File: src/rtl/jump_branch_redirect_ctrl.sv
// PC redirect sequencer: arbitrates EX branch vs ID jump, forms the target,
// then issues a one-cycle PC-load strobe followed by a multi-cycle IF/ID flush.
module jump_branch_redirect_ctrl #(
  parameter int FLUSH_CYCLES = 1,
  parameter int COUNT_W      = 16
) (
  input  logic               Clk,
  input  logic               Reset,
  input  logic               StallIn,
  input  logic               IdJumpReq,
  input  logic               IdJumpReg,
  input  logic [25:0]        IdInstrIndex,
  input  logic [31:0]        IdPcPlus4,
  input  logic [31:0]        IdRegTarget,
  input  logic               ExBranchReq,
  input  logic [31:0]        ExBranchTarget,
  output logic               PCSrcValid,
  output logic [31:0]        PCTarget,
  output logic               FlushIF,
  output logic               FlushID,
  output logic               TargetMisaligned,
  output logic               JumpDropped,
  output logic               Busy,
  output logic [COUNT_W-1:0] RedirectCount
);

  typedef enum logic [1:0] {
    ST_IDLE     = 2'd0,
    ST_REDIRECT = 2'd1,
    ST_FLUSH    = 2'd2
  } state_e;

  localparam logic [2:0] FLUSH_INIT = 3'(FLUSH_CYCLES - 1);

  state_e               state_q, state_d;
  logic [2:0]           flush_cnt_q, flush_cnt_d;
  logic                 pc_src_valid_q, pc_src_valid_d;
  logic [31:0]          pc_target_q, pc_target_d;
  logic                 flush_if_q, flush_if_d;
  logic                 flush_id_q, flush_id_d;
  logic                 misaligned_q, misaligned_d;
  logic                 jump_dropped_q, jump_dropped_d;
  logic                 busy_q, busy_d;
  logic [COUNT_W-1:0]   redirect_count_q, redirect_count_d;
  logic [31:0]          accept_target;
  logic                 unused_pc_bits;

  // Only the region bits of PC+4 feed a J target.
  assign unused_pc_bits = ^IdPcPlus4[27:0];

  always_comb begin
    if (ExBranchReq)    accept_target = ExBranchTarget;
    else if (IdJumpReg) accept_target = IdRegTarget;
    else                accept_target = {IdPcPlus4[31:28], IdInstrIndex, 2'b00};
  end

  // A stall freezes every register; in IDLE that also blocks acceptance.
  always_comb begin
    state_d          = state_q;
    flush_cnt_d      = flush_cnt_q;
    pc_src_valid_d   = pc_src_valid_q;
    pc_target_d      = pc_target_q;
    flush_if_d       = flush_if_q;
    flush_id_d       = flush_id_q;
    misaligned_d     = misaligned_q;
    jump_dropped_d   = jump_dropped_q;
    busy_d           = busy_q;
    redirect_count_d = redirect_count_q;
    if (!StallIn) begin
      unique case (state_q)
        ST_IDLE: begin
          if (ExBranchReq || IdJumpReq) begin
            state_d          = ST_REDIRECT;
            pc_src_valid_d   = 1'b1;
            pc_target_d      = accept_target;
            misaligned_d     = (accept_target[1:0] != 2'b00);
            jump_dropped_d   = ExBranchReq && IdJumpReq;
            flush_if_d       = 1'b1;
            flush_id_d       = ExBranchReq;
            busy_d           = 1'b1;
            redirect_count_d = redirect_count_q + COUNT_W'(1);
          end
        end
        ST_REDIRECT: begin
          pc_src_valid_d = 1'b0;
          misaligned_d   = 1'b0;
          jump_dropped_d = 1'b0;
          if (FLUSH_CYCLES > 1) begin
            state_d     = ST_FLUSH;
            flush_cnt_d = FLUSH_INIT;
          end else begin
            state_d    = ST_IDLE;
            flush_if_d = 1'b0;
            flush_id_d = 1'b0;
            busy_d     = 1'b0;
          end
        end
        ST_FLUSH: begin
          if (flush_cnt_q <= 3'd1) begin
            state_d     = ST_IDLE;
            flush_cnt_d = 3'd0;
            flush_if_d  = 1'b0;
            flush_id_d  = 1'b0;
            busy_d      = 1'b0;
          end else begin
            flush_cnt_d = flush_cnt_q - 3'd1;
          end
        end
        default: begin
          state_d     = ST_IDLE;
          flush_cnt_d = 3'd0;
          flush_if_d  = 1'b0;
          flush_id_d  = 1'b0;
          busy_d      = 1'b0;
        end
      endcase
    end
  end

  always_ff @(posedge Clk) begin
    if (Reset) begin
      state_q          <= ST_IDLE;
      flush_cnt_q      <= 3'd0;
      pc_src_valid_q   <= 1'b0;
      pc_target_q      <= 32'd0;
      flush_if_q       <= 1'b0;
      flush_id_q       <= 1'b0;
      misaligned_q     <= 1'b0;
      jump_dropped_q   <= 1'b0;
      busy_q           <= 1'b0;
      redirect_count_q <= '0;
    end else begin
      state_q          <= state_d;
      flush_cnt_q      <= flush_cnt_d;
      pc_src_valid_q   <= pc_src_valid_d;
      pc_target_q      <= pc_target_d;
      flush_if_q       <= flush_if_d;
      flush_id_q       <= flush_id_d;
      misaligned_q     <= misaligned_d;
      jump_dropped_q   <= jump_dropped_d;
      busy_q           <= busy_d;
      redirect_count_q <= redirect_count_d;
    end
  end

  assign PCSrcValid       = pc_src_valid_q;
  assign PCTarget         = pc_target_q;
  assign FlushIF          = flush_if_q;
  assign FlushID          = flush_id_q;
  assign TargetMisaligned = misaligned_q;
  assign JumpDropped      = jump_dropped_q;
  assign Busy             = busy_q;
  assign RedirectCount    = redirect_count_q;

endmodule

File: config.mk
export PLATFORM = sky130hd
export DESIGN_NAME = jump_branch_redirect_ctrl
export DESIGN_NICKNAME = d
export VERILOG_FILES = /design/src/rtl/jump_branch_redirect_ctrl.sv
export SDC_FILE = /design/constraint.sdc
export NUM_CORES = 1
export LEC_CHECK = 0
export CORE_MARGIN = 3
export CORE_UTILIZATION = 32
export CTS_CLUSTER_SIZE = 24
export DETAILED_ROUTE_END_ITERATION = 16
export PLACE_DENSITY = 0.83
export SETUP_SLACK_MARGIN = 0.05
export SLEW_MARGIN = 20
export SYNTH_ARGS = -nofsm -noshare
export SYNTH_HDL_FRONTEND = slang
export SYNTH_SLANG_ARGS = --single-unit
File: constraint.sdc
create_clock -name Clk -period 1.35 [get_ports Clk]
set_input_delay 0.135 -clock Clk [delete_from_list [all_inputs] [get_ports Clk]]
set_output_delay 0.135 -clock Clk [all_outputs]
set_load 0.005 [all_outputs]
# Word level (Yosys, flattened, before mapping)
# Cells that the tools add are included.
op_classes:
  n_addsub: 2
  order_cmp: 1
  n_eq_ne: 4
  n_mux: 17
  bitwise_logic: 2
  n_reduce_logical: 10
op_table:
  columns: ["op", "n"]
  rows:
  - ["32-bit 2-to-1 mux", 2]
  - ["16-bit by 1-bit adder with 16-bit output (second input constant)", 1]
  - ["1-bit case mux with 2 select lines", 5]
  - ["3-bit AND reduction", 3]
  - ["3-bit case mux with 2 select lines", 1]
  - ["1-bit 2-to-1 mux", 5]
  - ["2-bit 2-to-1 mux", 2]
  - ["2-bit inequality test (second input constant)", 2]
  - ["2-bit case mux with 2 select lines", 1]
  - ["2-bit nonzero test", 2]
  - ["3-bit by 1-bit less-or-equal comparator with 1-bit output (second input constant)", 1]
  - ["3-bit 2-to-1 mux", 1]
  - ["3-bit by 1-bit subtractor with 3-bit output (second input constant)", 1]
  - ["2-bit by 1-bit == test with 1-bit output (second input constant)", 1]
  - ["2-bit == test (second input constant)", 1]
  - ["2-bit logical NOT", 1]
  - ["1-bit NOT", 2]
  - ["2-bit AND reduction", 1]
  - ["2-bit OR reduction", 1]
  - ["1-bit logical AND", 1]
  - ["1-bit logical OR", 1]
totals:
  reg_bits: 58
  input_bits: 128
  elab_cells: 45

# Logic depth before layout (Yosys ltp)
logic_depth:
  word_depth: 5
  mapped_depth: 7

# Worst setup path before layout
# Ideal clock, no wire load.
synth_path:
  path_kind: "register to register"
  from: "register redirect_count_q[0], in the netlist RedirectCount[0]"
  to: "register redirect_count_q[14], in the netlist RedirectCount[14]"
  setup_time_ns: 0.071
  arrival_time_ns: 1.423
  setup_slack_ns: -0.143
  path_stages_with_launch: 6
  path_buffers: 0
  synth_period_minus_slack_ns: 1.493
  cell_sequence: "dfxtp_1 -> ha_1 -> and2_1 -> nand3_2 -> or4_1 -> a21oi_1"
synth_via:
  elab_chain_cells: 1
synth_lines:
  columns: ["item", "line_no", "source"]
  rows:
  - ["start, declared", "44", "logic [COUNT_W-1:0] redirect_count_q, redirect_count_d;"]
  - ["start signal, assigned", "142", "redirect_count_q <= redirect_count_d;"]
  - ["16-bit by 1-bit adder with 16-bit output", "81", "redirect_count_d = redirect_count_q + COUNT_W'(1);"]
# No other way between the ends.
# A chain may end at the register's enable or synchronous reset.

==> metrics.cfg <==
[clock_tree]
clockBufferDepth = 2
cts.sinks = 52
tritoncts = done
clk_latency_ps = 310
cts_made_buffers = 5
cts-root-buf = clkbuf_8
cts_htree_levels = 2
clk_pin_slew_ps = 100

[power]
cellPowerDensity_nw_per_um2 = 757
clockPowerShare_pct = 28.7
ir_drop_mv = 0.674
p_leak_nw = 2.27
p_seq_share_pct = 44.1
p_int_w = 0.00279
finalPower_w = 0.00375
switching_share_pct = 25.6
power.switching_w = 0.000962
p_comb_share_pct = 27.1

[worst_setup_path]
slowest_delay_ps = 490
r2r_slack_ps = -100
r2r_cells = 5
cp-end-kind = flip-flop
r2r_start = Busy
worstPathMaxFanout = 6
cp.required_ps = 1590
critPathArrivalTime_ps = 1690
crit_type = reg -> reg
cp_slowest_cell = or4_4
rr_endpoint = RedirectCount[12]
start_kind = flip-flop
crit_chain = buf_12 > nor2_4 > nand3_4 > or4_4 > a21oi_2

[sta]
fin_crit_sh_pct = 107
holdWs_ps = 221
rsz0062_at_grt = true
post-route-min-period_ps = 1450
fin_tns_setup_ps = -525
maxSlewViolCount = 0
max_freq_mhz = 690
worst_pin_slew_ps = 372
hold_viol_final = 0
slew_headroom_pct = 75.2
skew_ps = 11.9
setup_violations = 18
fin_ws_ps = -99.0

[hold_path]
hp-class = in -> reg
hold_path.startpoint = Reset
hold_depth = 2
min_to = PCTarget[23]

[placed_design]
place_area_um2 = 4510
gp_congestion = 0.749
port_buffers = 153
hpwl_um = 6670

[route]
avgRoutedWirePerCell_um = 15.6
vias = 2910
drt_pass1_iterations = 4
drt_iter0_drc = 50
drtAntennaViolNets = 0
drt_wl_total_um = 9340
drc = 0
routed_via_density = 4.86

[floorplanning]
row_count = 32
num_io_pins = 182
die_h_um = 97.9
die-area_um2 = 9590
die_x_um = 97.9
initial_core_util_pct = 34.0
core_area_um2 = 7970

[global_routing]
grt_pass1_vias = 2945
grt_usage_pct = 17.6
grt_use_met1_pct = 19.1
grt_busiest_layer = met2
overflow = 0
grt_pass1_wl_um = 13900
antenna_found_initial = 0
grt_use_met2_pct = 31.9
met3_usage_pct = 5.64
grt_max_degree = 65

[cells_and_area]
mostFrequentLayoutCell = clkdlybuf4s50_1
drive_above_1_share_pct = 21.9
area_growth_pct = 83.2
final_cell_mix = clkdlybuf4s50_1 (97), mux2i_1 (59), nor2_1 (42), dlygate4sd2_1 (42), nand2_1 (37)
layout.area.seq_um2 = 1070
finish.utilization_pct = 62.2
multiInputGateArea_um2 = 1650
antenna_cells = 0
final_cell_area_um2 = 4960
final_nets = 625
fillers = 647

[yosys]
syn_area_per_cell_um2 = 8.56
ys_seq_elements = 52
synth_top_area_share_pct = 38.5
ys_seq_area_share_pct = 38.5
syn_nets = 445
synth_area_um2 = 2710
synthTopCellsByArea = dfxtp_1 (38%), mux2i_1 (22%), o21ai_0 (6.7%), nor2_1 (5.8%), nand2_1 (5.7%)
synth_top_cell_by_area = dfxtp_1
syn_inst = 316
ys_types = 36
yosys_warnings = 0

[status]
violations = setup timing
outcome = complete, but fails checks

[flow_run]
drv_cap = 0

-- logic make-up (layout without fill, tap and decap cells) --
family                     count (synthesis)  count (layout)  share of synthesized area (%)
AOI/OAI and AO/OA                         59              59                           11.8
muxes                                     60              60                           22.2
and+or+nand+nor                          112             112                           19.5
buffers and inverters                     25             206                           5.23
xor gates and xnor gates                   7               7                           2.27
adders and majority gates                  1               1                          0.462
DFF                                       52              52                           38.5
-- routing by layer --
metal  vias up  part of all wire [%]
li1       1456                     -
met3        16                   7.5
met2       111                    51
met5         -                     0
met4         0                   2.1
met1      1327                    39
-- synthesized netlist by cell type (all sizes together) --
library cell   n
or3            4
or4            4
nand3          6
nor3           1
and3           3
dlymetal6s2s   1
clkbuf        11
nand4b         1
mux2i         60
nand4          4
o31ai          4
and4           1
xnor2          1
a22oi          2
a211oi         2
o21ai         36
nor2          43
inv            1
dfxtp         52
xor2           6
ha             1
nor2b          1
buf           12
or2            1
and2           1
a21oi         13
nand2         41
nand3b         1
a21o           2
-- worst max-delay path: cells and delay by family (launching register included) --
family,cells,cell delay [ps]
compound gates,1,120
simple gates,3,770
flops,1,370
buf+inv,1,120
-- worst max path at each step --
stage | from | endpoint | cells past startpoint | slack (ps)
finish | Busy | RedirectCount[12] | 5 | -100
global route | RedirectCount[1] | RedirectCount[12] | 5 | -170
CTS | Busy | RedirectCount[12] | 5 | -110
detailed placement | StallIn | RedirectCount[14] | 5 | -380
global placement | StallIn | RedirectCount[14] | 5 | -300
floorplan | RedirectCount[1] | RedirectCount[14] | 5 | -20
-- power by group through the flow --
stage          clock (W)  sequential, W  combinational [W]
6_report         0.00108        0.00166            0.00102
5_1_grt          0.00117        0.00167            0.00110
4_1_cts          0.00111        0.00166           0.000912
3_5_place_dp           0        0.00169           0.000928
3_3_place_gp           0        0.00169           0.000899
2_1_floorplan          0        0.00170           0.000364
-- layout make-up --
class,count,share of cell area [%]
Timing Repair Buffer,197,40.1
Multi-Input combinational cell,239,33.3
Sequential cell,52,21.7
Tap cell,102,2.58
Clock buffer,5,1.39
Clock inverter,3,0.858
Inverter,1,0.0757
-- metrics by stage --
step	std cells	worst slack, ps
2_1_floorplan	316	-16.9
3_3_place_gp	572	-295
3_5_place_dp	572	-381
4_1_cts	589	-107
5_1_grt	599	-167
6_report	599	-99.0
-- registers in the layout (all words and copies together), names as in the netlist --
signal            count
PCTarget             32
RedirectCount        16
Busy                  1
FlushID               1
JumpDropped           1
TargetMisaligned      1
-- repair_timing --
action	CTS	global route
pin swaps	13	13
endpoints found under the setup margin	92	61
gates resized for setup	70	36
hold endpoints to repair	0	0
gates cloned	0	7
hold buffers	0	0
setup buffers	9	4
(Power assumes the default switching activity.)
